<file path="src/rtl/mod_codec_config_seq_pkg.sv">
// Shared types and constants for the WM8731 power-up configuration sequencer.
package pkg_codec_config;

  // Sequencer states; exported on the top-level o_state debug port.
  typedef enum logic [2:0] {
    IDLE  = 3'd0,
    HOLD  = 3'd1,
    RUN   = 3'd2,
    NEXT  = 3'd3,
    FAIL  = 3'd4,
    DONE  = 3'd5,
    ERROR = 3'd6
  } state_t;

  // Fault codes reported by mod_i2c_master on o_fault_code.
  localparam logic [3:0] FAULT_NONE      = 4'h0;
  localparam logic [3:0] FAULT_REPEAT    = 4'h1;
  localparam logic [3:0] FAULT_ADDR_NACK = 4'h2;
  localparam logic [3:0] FAULT_REG_NACK  = 4'h3;
  localparam logic [3:0] FAULT_DATA_NACK = 4'h4;
  localparam logic [3:0] FAULT_BAD_STATE = 4'h5;
  localparam logic [3:0] FAULT_TIMEOUT   = 4'hE;
  localparam logic [3:0] FAULT_OK_DONE   = 4'hF;

  // WM8731 register addresses (7-bit).
  localparam logic [6:0] REG_LEFT_LINE_IN  = 7'h00;
  localparam logic [6:0] REG_RIGHT_LINE_IN = 7'h01;
  localparam logic [6:0] REG_LEFT_HP_OUT   = 7'h02;
  localparam logic [6:0] REG_RIGHT_HP_OUT  = 7'h03;
  localparam logic [6:0] REG_ANALOG_PATH   = 7'h04;
  localparam logic [6:0] REG_DIGITAL_PATH  = 7'h05;
  localparam logic [6:0] REG_POWER_DOWN    = 7'h06;
  localparam logic [6:0] REG_DIGITAL_IF    = 7'h07;
  localparam logic [6:0] REG_SAMPLING      = 7'h08;
  localparam logic [6:0] REG_ACTIVE        = 7'h09;
  localparam logic [6:0] REG_RESET         = 7'h0F;

  // A real fault: anything other than "still working" (0) or "finished OK" (F).
  function automatic logic is_fault(input logic [3:0] code);
    return (code != FAULT_NONE) && (code != FAULT_OK_DONE);
  endfunction

endpackage

</file>
<file path="src/rtl/mod_codec_config_rom.sv">
// Fixed WM8731 power-up table: index -> {register[6:0], data[8:0]}.
module mod_codec_config_rom
  import pkg_codec_config::*;
#(
  parameter int IW = 4
) (
  input  logic [IW-1:0] index,
  output logic [6:0]    register,
  output logic [8:0]    data
);

  logic [15:0] entry;

  // Table lookup; indices past the end read as an all-zero entry.
  always_comb begin
    entry = '0;
    case (int'(index))
      0:       entry = {REG_RESET,         9'h000};
      1:       entry = {REG_LEFT_LINE_IN,  9'h017};
      2:       entry = {REG_RIGHT_LINE_IN, 9'h017};
      3:       entry = {REG_LEFT_HP_OUT,   9'h079};
      4:       entry = {REG_RIGHT_HP_OUT,  9'h079};
      5:       entry = {REG_ANALOG_PATH,   9'h012};
      6:       entry = {REG_DIGITAL_PATH,  9'h000};
      7:       entry = {REG_POWER_DOWN,    9'h000};
      8:       entry = {REG_DIGITAL_IF,    9'h042};
      9:       entry = {REG_SAMPLING,      9'h000};
      10:      entry = {REG_ACTIVE,        9'h001};
      default: entry = '0;
    endcase
  end

  assign register = entry[15:9];
  assign data     = entry[8:0];

endmodule

</file>
<file path="src/rtl/mod_codec_config_seq.sv">
// WM8731 power-up configuration sequencer. Walks the register table and runs
// one mod_i2c_master write per entry, restarting the master through its
// active-low reset before every attempt, retrying failed writes and latching
// either completion or the failing entry's index and fault code.
//
// Handshake: i_start is a one-cycle request, accepted only while no sequence
// is running (o_busy low). Toward the master, o_i2c_nrst high means an attempt
// is in flight; i_i2c_done/i_i2c_fault_code are only looked at in that window,
// and not during its first two cycles while the master's fault register is
// still uninitialised.
module mod_codec_config_seq
  import pkg_codec_config::*;
#(
  parameter int         NUM_REGS       = 11,
  parameter logic [6:0] I2C_ADDR       = 7'h1A,
  parameter int         MAX_RETRIES    = 3,
  parameter int         HOLD_CYCLES    = 2,
  parameter int         TIMEOUT_CYCLES = 100
) (
  input  logic                        i_clk,
  input  logic                        i_rst,
  input  logic                        i_start,
  output logic                        o_busy,
  output logic                        o_done,
  output logic                        o_error,
  output logic [$clog2(NUM_REGS)-1:0] o_err_index,
  output logic [3:0]                  o_err_code,
  output logic                        o_i2c_nrst,
  output logic [6:0]                  o_i2c_addr,
  output logic [6:0]                  o_i2c_register,
  output logic [8:0]                  o_i2c_data,
  output logic                        o_i2c_read_not_write,
  input  logic                        i_i2c_done,
  input  logic [3:0]                  i_i2c_fault_code,
  output state_t                      o_state
);

  localparam int IW = $clog2(NUM_REGS);
  localparam int RW = $clog2(MAX_RETRIES + 1);
  localparam int HW = $clog2(HOLD_CYCLES + 1);
  localparam int TW = $clog2(TIMEOUT_CYCLES);

  localparam logic [IW-1:0] LAST_IDX   = IW'(NUM_REGS - 1);
  localparam logic [RW-1:0] RETRY_MAX  = RW'(MAX_RETRIES);
  localparam logic [HW-1:0] HOLD_LAST  = HW'(HOLD_CYCLES - 1);
  localparam logic [TW-1:0] TIMER_LAST = TW'(TIMEOUT_CYCLES - 1);
  localparam logic [TW-1:0] TIMER_ARM  = TW'(2);

  state_t        state;
  logic [IW-1:0] idx;
  logic [RW-1:0] retry;
  logic [HW-1:0] hold_cnt;
  logic [TW-1:0] timer;
  logic [3:0]    code;
  logic [6:0]    rom_register;
  logic [8:0]    rom_data;

  mod_codec_config_rom #(
    .IW (IW)
  ) u_rom (
    .index    (idx),
    .register (rom_register),
    .data     (rom_data)
  );

  // The master is always addressed at the codec and only ever written.
  assign o_i2c_addr           = I2C_ADDR;
  assign o_i2c_read_not_write = 1'b0;
  assign o_state              = state;

  // Sequencer FSM: hold master in reset, run one write, judge it, advance or retry.
  always_ff @(posedge i_clk or posedge i_rst) begin
    if (i_rst) begin
      state          <= IDLE;
      o_busy         <= 1'b0;
      o_done         <= 1'b0;
      o_error        <= 1'b0;
      o_err_index    <= '0;
      o_err_code     <= '0;
      o_i2c_nrst     <= 1'b0;
      o_i2c_register <= '0;
      o_i2c_data     <= '0;
      idx            <= '0;
      retry          <= '0;
      hold_cnt       <= '0;
      timer          <= '0;
      code           <= '0;
    end else begin
      case (state)
        IDLE, DONE, ERROR: begin
          o_i2c_nrst <= 1'b0;
          if (i_start) begin
            o_done      <= 1'b0;
            o_error     <= 1'b0;
            o_err_index <= '0;
            o_err_code  <= '0;
            o_busy      <= 1'b1;
            idx         <= '0;
            retry       <= '0;
            hold_cnt    <= '0;
            state       <= HOLD;
          end
        end

        HOLD: begin
          o_i2c_nrst     <= 1'b0;
          o_busy         <= 1'b1;
          o_i2c_register <= rom_register;
          o_i2c_data     <= rom_data;
          if (hold_cnt == HOLD_LAST) begin
            timer      <= '0;
            o_i2c_nrst <= 1'b1;
            state      <= RUN;
          end else begin
            hold_cnt <= hold_cnt + 1'b1;
          end
        end

        RUN: begin
          if (timer < TIMER_ARM) begin
            timer <= timer + 1'b1;
          end else if (is_fault(i_i2c_fault_code)) begin
            code       <= i_i2c_fault_code;
            o_i2c_nrst <= 1'b0;
            state      <= FAIL;
          end else if (i_i2c_done && (i_i2c_fault_code == FAULT_OK_DONE)) begin
            o_i2c_nrst <= 1'b0;
            state      <= NEXT;
          end else if (timer == TIMER_LAST) begin
            code       <= FAULT_TIMEOUT;
            o_i2c_nrst <= 1'b0;
            state      <= FAIL;
          end else begin
            timer <= timer + 1'b1;
          end
        end

        NEXT: begin
          o_i2c_nrst <= 1'b0;
          if (idx == LAST_IDX) begin
            o_done <= 1'b1;
            o_busy <= 1'b0;
            state  <= DONE;
          end else begin
            idx      <= idx + 1'b1;
            retry    <= '0;
            hold_cnt <= '0;
            state    <= HOLD;
          end
        end

        FAIL: begin
          o_i2c_nrst <= 1'b0;
          if (retry < RETRY_MAX) begin
            retry    <= retry + 1'b1;
            hold_cnt <= '0;
            state    <= HOLD;
          end else begin
            o_error     <= 1'b1;
            o_busy      <= 1'b0;
            o_err_index <= idx;
            o_err_code  <= code;
            state       <= ERROR;
          end
        end

        default: begin
          o_i2c_nrst <= 1'b0;
          o_busy     <= 1'b0;
          state      <= IDLE;
        end
      endcase
    end
  end

endmodule

</file>
<file path="config.mk">
export PLATFORM = sky130hd
export DESIGN_NAME = mod_codec_config_seq
export DESIGN_NICKNAME = d
export VERILOG_FILES = /design/src/rtl/mod_codec_config_seq_pkg.sv /design/src/rtl/mod_codec_config_rom.sv /design/src/rtl/mod_codec_config_seq.sv
export SDC_FILE = /design/constraint.sdc
export NUM_CORES = 1
export LEC_CHECK = 0
export CAP_MARGIN = 30
export CORE_MARGIN = 1
export CORE_UTILIZATION = 45
export CTS_CLUSTER_SIZE = 16
export DETAILED_ROUTE_END_ITERATION = 8
export HOLD_SLACK_MARGIN = 0.05
export MAX_ROUTING_LAYER = met4
export PLACE_DENSITY = 0.71
export SETUP_SLACK_MARGIN = 0.02
export SLEW_MARGIN = 20
export SYNTH_ARGS = -nofsm -noshare
export SYNTH_HDL_FRONTEND = slang
export SYNTH_SLANG_ARGS = --single-unit
</file>
<file path="constraint.sdc">
create_clock -name i_clk -period 6.8 [get_ports i_clk]
set_input_delay 0.68 -clock i_clk [delete_from_list [all_inputs] [get_ports i_clk]]
set_output_delay 0.68 -clock i_clk [all_outputs]
set_load 0.005 [all_outputs]
</file>
======== Word-level counts from Yosys, hierarchy flattened ========
Memories as Yosys holds them, arrays and structs flattened. A register that Yosys moved wholly into a read port is not among the register bits.
Index checks and enable logic that the tools add are counted.
Widths: inputs -> output; s select.
storage, ports and cells
  register bits ........................... 50
  ROM bits ................................ 176
  input port bits ......................... 8
  output and inout bits ................... 39
  word-level logic and storage cells ...... 115
  memories ................................ 1
memories
  memory           depth  bits a word  rd ports  clocked after Yosys merged registers in  write ports  RTL line                    RTL
  (no name shown)  16     11           1         1                                        0            mod_codec_config_rom.sv:17  case (int'(index))
cells by class
  add/subtract/negate cells ............... 4
  magnitude comparators ................... 2
  equality and inequality tests ........... 24
  muxes and demuxes ....................... 47
  bitwise operators ....................... 2
  reduce and logical (&&, ||, !) cells .... 21
operators with widths
  cell                 count
  $mux 7               5
  $mux 4               7
  $mux 3               8
  $pmux 4 s2           3
  $ne 2x2->1 const B   9
  $reduce_and 4->1     4
  $pmux 3 s5           1
  $pmux 7 s2           1
  $mux 1               11
  $mux 2               5
  $reduce_and 5->1     2
  $eq 3x3->1 const B   3
  $ne 3x3->1 const B   3
  $reduce_and 3->1     3
  $eq 4x4->1 const B   2
  $ne 4x4->1 const B   2
  $pmux 2 s4           1
  $reduce_bool 2->1    4
  $reduce_bool 4->1    2
  $add 7x1->7 const B  1
  $eq 7x7->1 const B   1
  $lt 7x2->1 const B   1
  $eq 3x2->1 const B   2
  $pmux 1 s2           3
  other kinds (13)     16

======== Depth between registers and ports, before layout ========
Gate-level depths: netlist of run 1.
  depth after elaboration ................. 6
  depth in mapped cells ................... 7
  depth with buffers taken out ............ 7

======== Hierarchy ========
A second synthesis of run 1 with hierarchy kept.
second synthesis, totals
  cell total of the unflattened synthesis .. 282
  area, all modules ....................... 2,884.0 um^2
modules (own cells, without submodules)
  module                times used  cells an instance  area an instance (um^2)  sequential area each (um^2)
  mod_codec_config_seq  1           244                2,593.7                  1,251.2
  mod_codec_config_rom  1           38                 290.3                    0.0

======== Worst setup path before layout of run 1 ========
OpenSTA, ideal clock, no wires.
  path type ............................... register to register
  start point ............................. register timer[2]
  end point ............................... register timer[6]
  setup time .............................. 0.077 ns
  arrival time ............................ 2.055 ns
  data required time ...................... 6.723 ns
  setup slack ............................. 4.667 ns
  cell stages (with the launch flop) ...... 6
  path buffers ............................ 0
  clock period less this slack ............ 2.133 ns
  cells stage by stage .................... dfrtp_1 > or3_1 > or4_4 > o22a_4 > or4_1 > a21oi_1
between the ends
  word-level cells in the longest chain between the ends .. 6
  elaborated cells on any way between the ends .. 12
  those cells by class .................... add/sub: 1; order compare: 1; eq/ne: 4; mux: 5; reduce/logical: 1
RTL lines
  item                    RTL line                                                  RTL
  start, declared         mod_codec_config_seq.sv:53                                logic [TW-1:0] timer;
  start signal, assigned  mod_codec_config_seq.sv:121                               timer <= timer + 1'b1;
  start signal, assigned  mod_codec_config_seq.sv:134                               timer <= timer + 1'b1;
  $add 7x1->7             mod_codec_config_seq.sv:121, mod_codec_config_seq.sv:134
  $mux 7                  mod_codec_config_seq.sv:129                               end else if (timer == TIMER_LAST) begin
  $mux 7                  mod_codec_config_seq.sv:126                               end else if (i_i2c_done && (i_i2c_fault_code == FAULT_OK_DONE)) begin
  $mux 7                  mod_codec_config_seq.sv:122                               end else if (is_fault(i_i2c_fault_code)) begin
  $mux 7                  mod_codec_config_seq.sv:120                               if (timer < TIMER_ARM) begin
  $pmux 7 s2              mod_codec_config_seq.sv:89                                case (state)
Several ways; a longest one is shown, not always the timed one. The select of a mux whose other input is x is not followed.
A chain may end at the register's enable or synchronous reset.

======== Final worst setup path of run 1 ========
  start point ............................. register state[0], in the netlist o_state[0]
  end point ............................... output o_state[0]
RTL lines
  item                    RTL line                     RTL
  start, declared         mod_codec_config_seq.sv:49   state_t state;
  start signal, assigned  mod_codec_config_seq.sv:74   state <= IDLE;
  start signal, assigned  mod_codec_config_seq.sv:101  state <= HOLD;
  start signal, assigned  mod_codec_config_seq.sv:113  state <= RUN;
  end, declared           mod_codec_config_seq.sv:35   output state_t o_state
No word-level cell between the ends.

==> results.md, run 1 <==
* Antenna cells at 0
* Layout cell share with drive strength beyond 1 at 0.0756
* Final Critical Period at 2.37 ns
* Fmax at 422 MHz
* Initial antenna violation count at 0
* Crit-path cells: clkdlybuf4s50_1
* RSZ-0062 raised after global routing: no
* TritonCTS clock tree: done
* Critical Path Max Stage Delay at 0.75 ns
* Worst Hold Margin at 0.478 ns
* Routed vias at 1886
* Clk sinks at 44
* DR WL/cell at 13.0 um
* Synth unique cells at 49
* Status: completed
* Hold-fix buffers, CTS at 0
* Total GRT Usage at 0.184
* EDFF count, synth at 0
* Avg Synthesized Cell Area at 9.19 um2
* Gr ovfl total at 0
* Ys Warns at 0
* Rel. slew slack at 0.503
* Top cells by area, synth: dfrtp_1 45%, nand2_1 4.9%, o21ai_0 4.7%, buf_4 4.3%, ha_1 3.6%
* Core area at 5140 um2
* First-pass GRT wire length at 7580 um
* Count leader, synth: dfrtp_1
* Nets at 305
* Die area at 5690 um2
* Clock Latency Late Sink at 0.30 ns
* Drt via density at 5.22
* Critical path depth at 1
* IO Pins at 47
* R2R depth at 5
* Area taken by multi-input logic gates at 1180 um2
* Sequential element share of the synthesized area at 0.454
* Setup tns final at 0 ns
* Flops & latches, synth at 44
* Initial DRT Pass Iterations at 4
* Final HPWL DP at 3300 um
* Critical path's slowest cell: dfrtp_1
* Fill cells at 475
* Max Cap Viol at 0
* Buffers on Ports at 33
* Total Wirelength at 4680 um
* Initial Util at 0.472
* Crit path max fanout at 21
* Hold Path Stages at 1
* Final Cycle Share at 0.349
* Clk slew on worst S/H paths at 0.08 ns
* Setup CP Type: register to output pin
* Sequential cell area at 1100 um2
* Most frequent cells after synthesis: 44 x dfrtp_1, 32 x nand2_1, 23 x o21ai_0, 21 x nor2_1, 14 x buf_4
* CP Data Arrival Time at 1.69 ns
* Remaining DRCs at 0
* Clock Path Buffers at 2
* H-tree levels at 2
* Final slew viol count at 0
* Worst setup SP type: register
* Die span in x at 75.4 um
* Number of standard cells after synthesis at 264
* Crit path buf inv count at 1
* Worst setup EP type: output pin
* Power Density at 398 nW/um2
* Post-route ant nets at 0
* Post-CTS Resized at 0
* # rows at 26
* Final weighted congestion in routability-driven placement at 0.831
* Critical Path RT at 6.12 ns
* Worst Tran Pin Value at 0.743 ns
* Max rail drop VDD at 0.178 mV
* Top delay family on crit path: flip-flops
* Root buf cell: clkbuf_8
* Final setup fails at 0
* Static Leakage at 1.26 nW
* Final Hold Fails at 0
* Post-synth top area share at 0.454
* Asr flop ratio synth at 1.00
* Initial DRC count at 60
* Post-synthesis cell area at 2430 um2
* HP Class: register to register
* Largest net degree at the start of global routing at 45
* Ys flop type: dfrtp_1
* Vias in the first global route at 1636
* Die height at 75.4 um
* Largest area contributor in the synthesized netlist: dfrtp_1
* TritonCTS buffer count at 5
* Post-CTS Repair Setup Buffers at 0
* Clk_skew at 0.00409 ns
* Area Growth Syn to Fin at 19.5%
[layer usage]
layer  vias to the layer above  routed length, um  global-route usage
li1                        963                  -                   -
met1                       870               2330               0.235
met2                        44               2090               0.286
met3                         9                167              0.0397
met4                         0                 93              0.0761
met5                         -                  0                   -
[sequential cells by signal, summed over array words and instances (netlist names)]
signal,flops
o_err_code,4
o_i2c_nrst,1
o_err_index,4
o_done,1
o_busy,1
hold_cnt,2
timer,7
o_i2c_register,4
retry,2
o_i2c_data,6
code,4
o_state,3
idx,4
o_error,1
[worst paths after layout]
path / startpoint / endpoint / slack (ns)
setup / recovery: o_state[0] / o_state[0] / 4.43
hold / removal: o_i2c_register[0] / o_i2c_register[0] / 0.48
setup reg to reg: o_state[0] / timer[6] / 4.45
hold reg to reg: o_i2c_register[0] / o_i2c_register[0] / 0.48
max in group asynchronous: i_rst / o_i2c_register[0] / 5.62
min in group asynchronous: i_rst / o_err_code[0] / 0.81
[layout make-up]
type                       count  share of cell area
clock buffer                   5              0.0237
clock inverter                 3              0.0310
inverter                      10              0.0129
multi-input combinational    195               0.406
sequential                    44               0.379
tap                           70              0.0302
timing repair buffer          34               0.116
[metrics by stage]
| stage | power, W | area, um2 | utilization | setup slack (ns) | std cells |
|---|---|---|---|---|---|
| detailed placement | 0.000886 | 2740 | 0.534 | 4.15 | 353 |
| global route | 0.00125 | 2900 | 0.565 | 4.21 | 361 |
| global placement | 0.000873 | 2740 | 0.534 | 4.18 | 353 |
| CTS | 0.00116 | 2900 | 0.565 | 4.45 | 361 |
| floorplan | 0.000737 | 2470 | - | 4.67 | 275 |
| finish | 0.00115 | 2900 | 0.565 | 4.43 | 361 |
[kinds of logic (layout without fill, tap and decap cells)]
kind of cell,Yosys count,count (layout),synth area share
flip-flops,44,44,0.454
adder cells (fa/ha/maj),7,7,0.0361
other,2,13,0.00309
multiplexers,11,11,0.0479
buffers and inverters,36,52,0.0778
AND/OR/NAND/NOR,94,94,0.191
AO/OA/AOI/OAI,67,67,0.179
XOR/XNOR,3,3,0.0108
[cell usage in the layout, fill, tap and decap left out, types with 6 or more instances in the layout]
cell / netlist / routed
mux2i_1: 6 / 6
a21oi_1: 11 / 11
nor2_1: 21 / 21
o21ai_0: 23 / 23
nand3_1: 7 / 7
dfrtp_1: 44 / 44
nand2_1: 32 / 32
nor3_1: 6 / 6
conb_1: 2 / 13
ha_1: 7 / 7
inv_1: 10 / 9
clkdlybuf4s50_1: 0 / 33
[report_power, final]
part	switching (W)	internal [W]
Combinational	0.000229	0.000235
Sequential	0.0000797	0.000337
Clock	0.0000906	0.000184
(Power assumes the default switching activity.)
==> run 2, diff against run 1 <==
PLACE_DENSITY = 0.74   (was 0.71)
clock period = 2.04 ns   (was 6.8 ns; I/O delays follow)
==> run 2 against run 1 <==
Die area stayed put; design area is 6.9% higher; routed wire length increased by 11%; critical endpoint is now timer[4]; the run now ends with setup timing left; largest power group unchanged; highest routed layer unchanged; setup slack got worse by 4.5 ns; register-to-register slack worse by 4.5 ns; flip-flop and latch count did not move; first-iteration DRC count grew 98%.
==> results.md, run 2 (same netlist as run 1, synthesis figures left out) <==
* Total GRT Usage at 0.204
* Final Hold Fails at 0
* Post-route ant nets at 0
* Routed vias at 2066
* Largest net degree at the start of global routing at 45
* R2R depth at 5
* Clk sinks at 44
* Dpl cell area at 2940 um2
* DR WL/cell at 13.5 um
* R2R Path Start: timer[2]
* Reg2reg end: timer[4]
* Final slew viol count at 0
* Crit path max fanout at 8
* Setup tns final at -0.0863 ns
* Initial DRT Pass Iterations at 4
* Static Leakage at 1.38 nW
* Failing checks: setup timing
* H-tree levels at 2
* Fmax at 476 MHz
* First-pass GRT wire length at 8480 um
* Max reg flops at 7
* Worst Tran Pin Value at 0.671 ns
* Root buf cell: clkbuf_8
* Setup WS post-layout at -0.0594 ns
* Cell Count, Final, Fillers Out at 386
* Remaining DRCs at 0
* Die height at 75.4 um
* Core Util, Final at 0.603
* Layout cell share with drive strength beyond 1 at 0.174
* DP Worst Slack at -0.115 ns
* Final weighted congestion in routability-driven placement at 0.884
* Final Cycle Share at 1.03
* RSZ-0062 raised after global routing: yes
* Worst setup EP type: register
* Commonest non-fill, non-tap cell in the layout: dfrtp_1
* Top reg by flops: timer
* Final Critical Period at 2.10 ns
* Die area at 5690 um2
* Status: finished, violations left
* Clock Latency Late Sink at 0.30 ns
* Buffers on Ports at 33
* Antenna cells at 0
* Max rail drop VDD at 0.617 mV
* Setup CP Type: register to register
* Top Registers: timer (7), o_i2c_data (6)
* Final HPWL DP at 3690 um
* Placed cell count at 377
* Rel. slew slack at 0.553
* Clk slew on worst S/H paths at 0.09 ns
* Cell area after layout at 3100 um2
* TritonCTS clock tree: done
* Core area at 5140 um2
* Initial antenna violation count at 0
* # rows at 26
* Die span in x at 75.4 um
* TritonCTS buffer count at 5
* Worst setup SP type: register
* Max Cap Viol at 0
* Nets at 330
* Total Wirelength at 5200 um
* Commonest cells after routing, fill and taps aside: 44 x dfrtp_1, 33 x clkdlybuf4s50_1, 32 x nand2_1, 26 x buf_4, 23 x o21ai_0
* Drt via density at 5.35
* Critical Path RT at 2.27 ns
* Initial DRC count at 119
* Vias in the first global route at 1908
* CP Data Arrival Time at 2.33 ns
* Initial Util at 0.472
* Area Growth Syn to Fin at 27.7%
* Final setup fails at 2
* HP Class: input pin to async pin
* IO Pins at 47
* Power Density at 1240 nW/um2
* Worst R2R Setup Slack at -0.06 ns
* Clk_skew at 0.00849 ns
* Gr ovfl total at 0
* Clock Path Buffers at 2
run 2: final cells by class:
type	count	area, um2
inverters	10	37.5
multi-input cells	195	1240
fillers	467	2040
well taps	70	87.6
clock inverters	3	42.5
repair buffers	59	526
flip-flops and latches	44	1100
clock buffers	5	68.8
run 2: worst max-delay path, cell delays in order, from the launching register on:
cell and delay [ns]:
dfrtp_1 0.38, or3_4 0.38, or4_4 0.44, o22a_4 0.27
or4_1 0.41, a21oi_1 0.15
run 2: power by group:
part           total (W)  leakage [nW]  switching, W  internal, W
clock           0.000666        0.0541      0.000304     0.000362
combinational    0.00192         0.745      0.000982     0.000936
sequential       0.00127         0.577      0.000141      0.00113
total            0.00385          1.38       0.00143      0.00242
run 2: per-layer routing:
| metal | GRT usage | share of wire | vias up | routed length (um) |
|---|---|---|---|---|
| li1 | - | - | 1018 | - |
| met5 | - | 0 | - | 0 |
| met3 | 0.0423 | 0.042 | 14 | 221 |
| met1 | 0.242 | 0.44 | 969 | 2300 |
| met2 | 0.340 | 0.49 | 65 | 2540 |
| met4 | 0.0823 | 0.026 | 0 | 135 |
run 2: worst max path at each step:
stage          cells after the start  slack (ns)      from       end
5_1_grt                            5       -0.11  timer[2]  timer[4]
3_5_place_dp                       5       -0.12  timer[4]  timer[4]
4_1_cts                            5       -0.06  timer[2]  timer[4]
3_3_place_gp                       5       -0.08  timer[4]  timer[4]
2_1_floorplan                      5       -0.07  timer[4]  timer[4]
6_report                           5       -0.06  timer[2]  timer[4]
run 2: timing repair:
item,in CTS,in global routing
hold buffers,0,0
pin swaps,4,1
setup buffers,1,0
resized for setup,3,6
endpoints found under the setup margin,5,10
run 2: stage by stage:
stage / power [W] / hold slack (ns)
2_1_floorplan: 0.00246 / 0.340
3_3_place_gp: 0.00307 / 0.460
3_5_place_dp: 0.00313 / 0.465
4_1_cts: 0.00382 / 0.371
5_1_grt: 0.00416 / 0.402
6_report: 0.00385 / 0.344
==> run 3, diff against run 2 <==
REMOVE_ABC_BUFFERS = 1   (was default)
==> run 3 against run 2 <==
The run still ends with setup timing left; combinational power is 4% lower; routed wire length is 1.8% higher; count of clock-buffer cells in the layout is 1 higher; sequential share of layout area is 0.23 points higher; die area stayed put; utilization is 0.39 points lower; power is 4.1% lower; critical path type unchanged; largest cell class unchanged; largest power group unchanged; highest routed layer unchanged.
==> results.md, run 3 (same netlist as run 1, synthesis figures left out) <==
* Critical Path Max Stage Delay at 0.49 ns
* Worst R2R Setup Slack at -0.12 ns
* Critical Path RT at 2.27 ns
* DR WL/cell at 13.7 um
* Worst setup SP type: register
* First-pass GRT wire length at 8660 um
* Hold-fix buffers, CTS at 0
* Failing checks: setup timing
* Total GRT Usage at 0.206
* Dpl cell area at 2940 um2
* Power Density at 1200 nW/um2
* Final weighted congestion in routability-driven placement at 0.819
* Largest net degree at the start of global routing at 29
* HP Class: input pin to async pin
* Initial DRC count at 145
* Reg2reg end: timer[4]
* Worst Tran Pin Value at 0.685 ns
* Die span in x at 75.4 um
* Rel. slew slack at 0.541
* Static Leakage at 1.37 nW
* Critical path's slowest cell: or4_4
* Clk_skew at 0.00323 ns
* Root buf cell: clkbuf_8
* IO Pins at 47
* Max Cap Viol at 0
* Drt via density at 5.30
* Gr ovfl total at 0
* Post-route ant nets at 0
* R2R Path Start: timer[2]
* Crit-path cells: or3_4 -> or4_4 -> o22a_4 -> or4_4 -> a21oi_2
* Antenna cells at 0
* Remaining DRCs at 0
* Final setup fails at 6
* Clock Path Buffers at 2
* Setup CP Type: register to register
* Top Registers: timer (7), o_i2c_data (6)
* Area Growth Syn to Fin at 26.9%
* Max rail drop VDD at 0.718 mV
* Commonest cells after routing, fill and taps aside: 44 x dfrtp_1, 33 x clkdlybuf4s50_1, 32 x nand2_1, 25 x buf_4, 23 x o21ai_0
* Commonest non-fill, non-tap cell in the layout: dfrtp_1
* RSZ-0062 raised after global routing: yes
* Final slew viol count at 0
* Final Cycle Share at 1.06
* Crit path buf inv count at 0
* Worst setup EP type: register
* Top delay family on crit path: simple AND/OR/NAND/NOR gates
* Buffers on Ports at 33
* Clk slew on worst S/H paths at 0.08 ns
* H-tree levels at 2
* TritonCTS buffer count at 5
* Crit path max fanout at 7
* Setup WS post-layout at -0.122 ns
* Routed vias at 2053
* Die area at 5690 um2
* Fmax at 463 MHz
* Final Hold Fails at 0
* Core Util, Final at 0.599
* Layout cell share with drive strength beyond 1 at 0.170
* Status: finished, violations left
* Die height at 75.4 um
* TritonCTS clock tree: done
* DP Worst Slack at -0.118 ns
* Top reg by flops: timer
* Total Wirelength at 5300 um
* Final Critical Period at 2.16 ns
* Cell area after layout at 3080 um2
* Max reg flops at 7
* Clk sinks at 44
* Core area at 5140 um2
* Initial antenna violation count at 0
* Critical Path Most Common Cell: or4_4
* CP Data Arrival Time at 2.39 ns
* Clock Latency Late Sink at 0.29 ns
* Nets at 331
* Initial DRT Pass Iterations at 4
* Fill cells at 461
* # rows at 26
* Final HPWL DP at 3810 um
* Vias in the first global route at 1851
* Initial Util at 0.472
* R2R depth at 5
## run 3: how the worst max path moves through the flow
stage,to,cells after the start,slack (ns),from
detailed placement,timer[6],5,-0.12,timer[2]
CTS,timer[6],5,-0.13,timer[2]
global route,timer[4],5,-0.18,timer[2]
finish,timer[4],5,-0.12,timer[2]
floorplan,timer[6],5,-0.12,o_state[0]
global placement,timer[4],5,-0.07,timer[2]
## run 3: routing by layer
metal	wire, um	share of wire	track usage
met5	0	0	-
met4	51	0.0096	0.0514
met3	216	0.041	0.0450
met2	2540	0.48	0.329
met1	2490	0.47	0.267
## run 3: stage by stage
step	TNS [ns]	hold WS [ns]	total power, W	instances
after floorplan	-0.434	0.340	0.00238	249
after global placement	-0.240	0.460	0.00305	376
after detailed placement	-0.425	0.466	0.00311	376
after CTS	-0.524	0.246	0.00370	386
after global routing	-1.21	0.279	0.00402	387
final	-0.547	0.226	0.00369	387
## run 3: final cells by class
| cell class | instances | area [um2] | share of cell area |
|---|---|---|---|
| Clock inverter | 2 | 10.0 | 0.00325 |
| Clock buffer | 6 | 82.6 | 0.0268 |
| Multi-Input combinational cell | 195 | 1200 | 0.391 |
| Tap cell | 70 | 87.6 | 0.0284 |
| Inverter | 10 | 37.5 | 0.0122 |
| Timing Repair Buffer | 60 | 558 | 0.181 |
| Sequential cell | 44 | 1100 | 0.357 |
## run 3: repair_timing
item	in CTS	in global routing
setup buffers	2	1
endpoints found under the setup margin	6	15
pin swaps	5	2
resized for setup	0	7
## run 3: power by group
part           internal, W  switching, W  total [W]  leakage (nW)
Clock             0.000271      0.000297   0.000567        0.0510
Combinational     0.000913      0.000936    0.00185         0.747
Sequential         0.00113      0.000152    0.00128         0.577
Total              0.00231       0.00138    0.00369          1.37
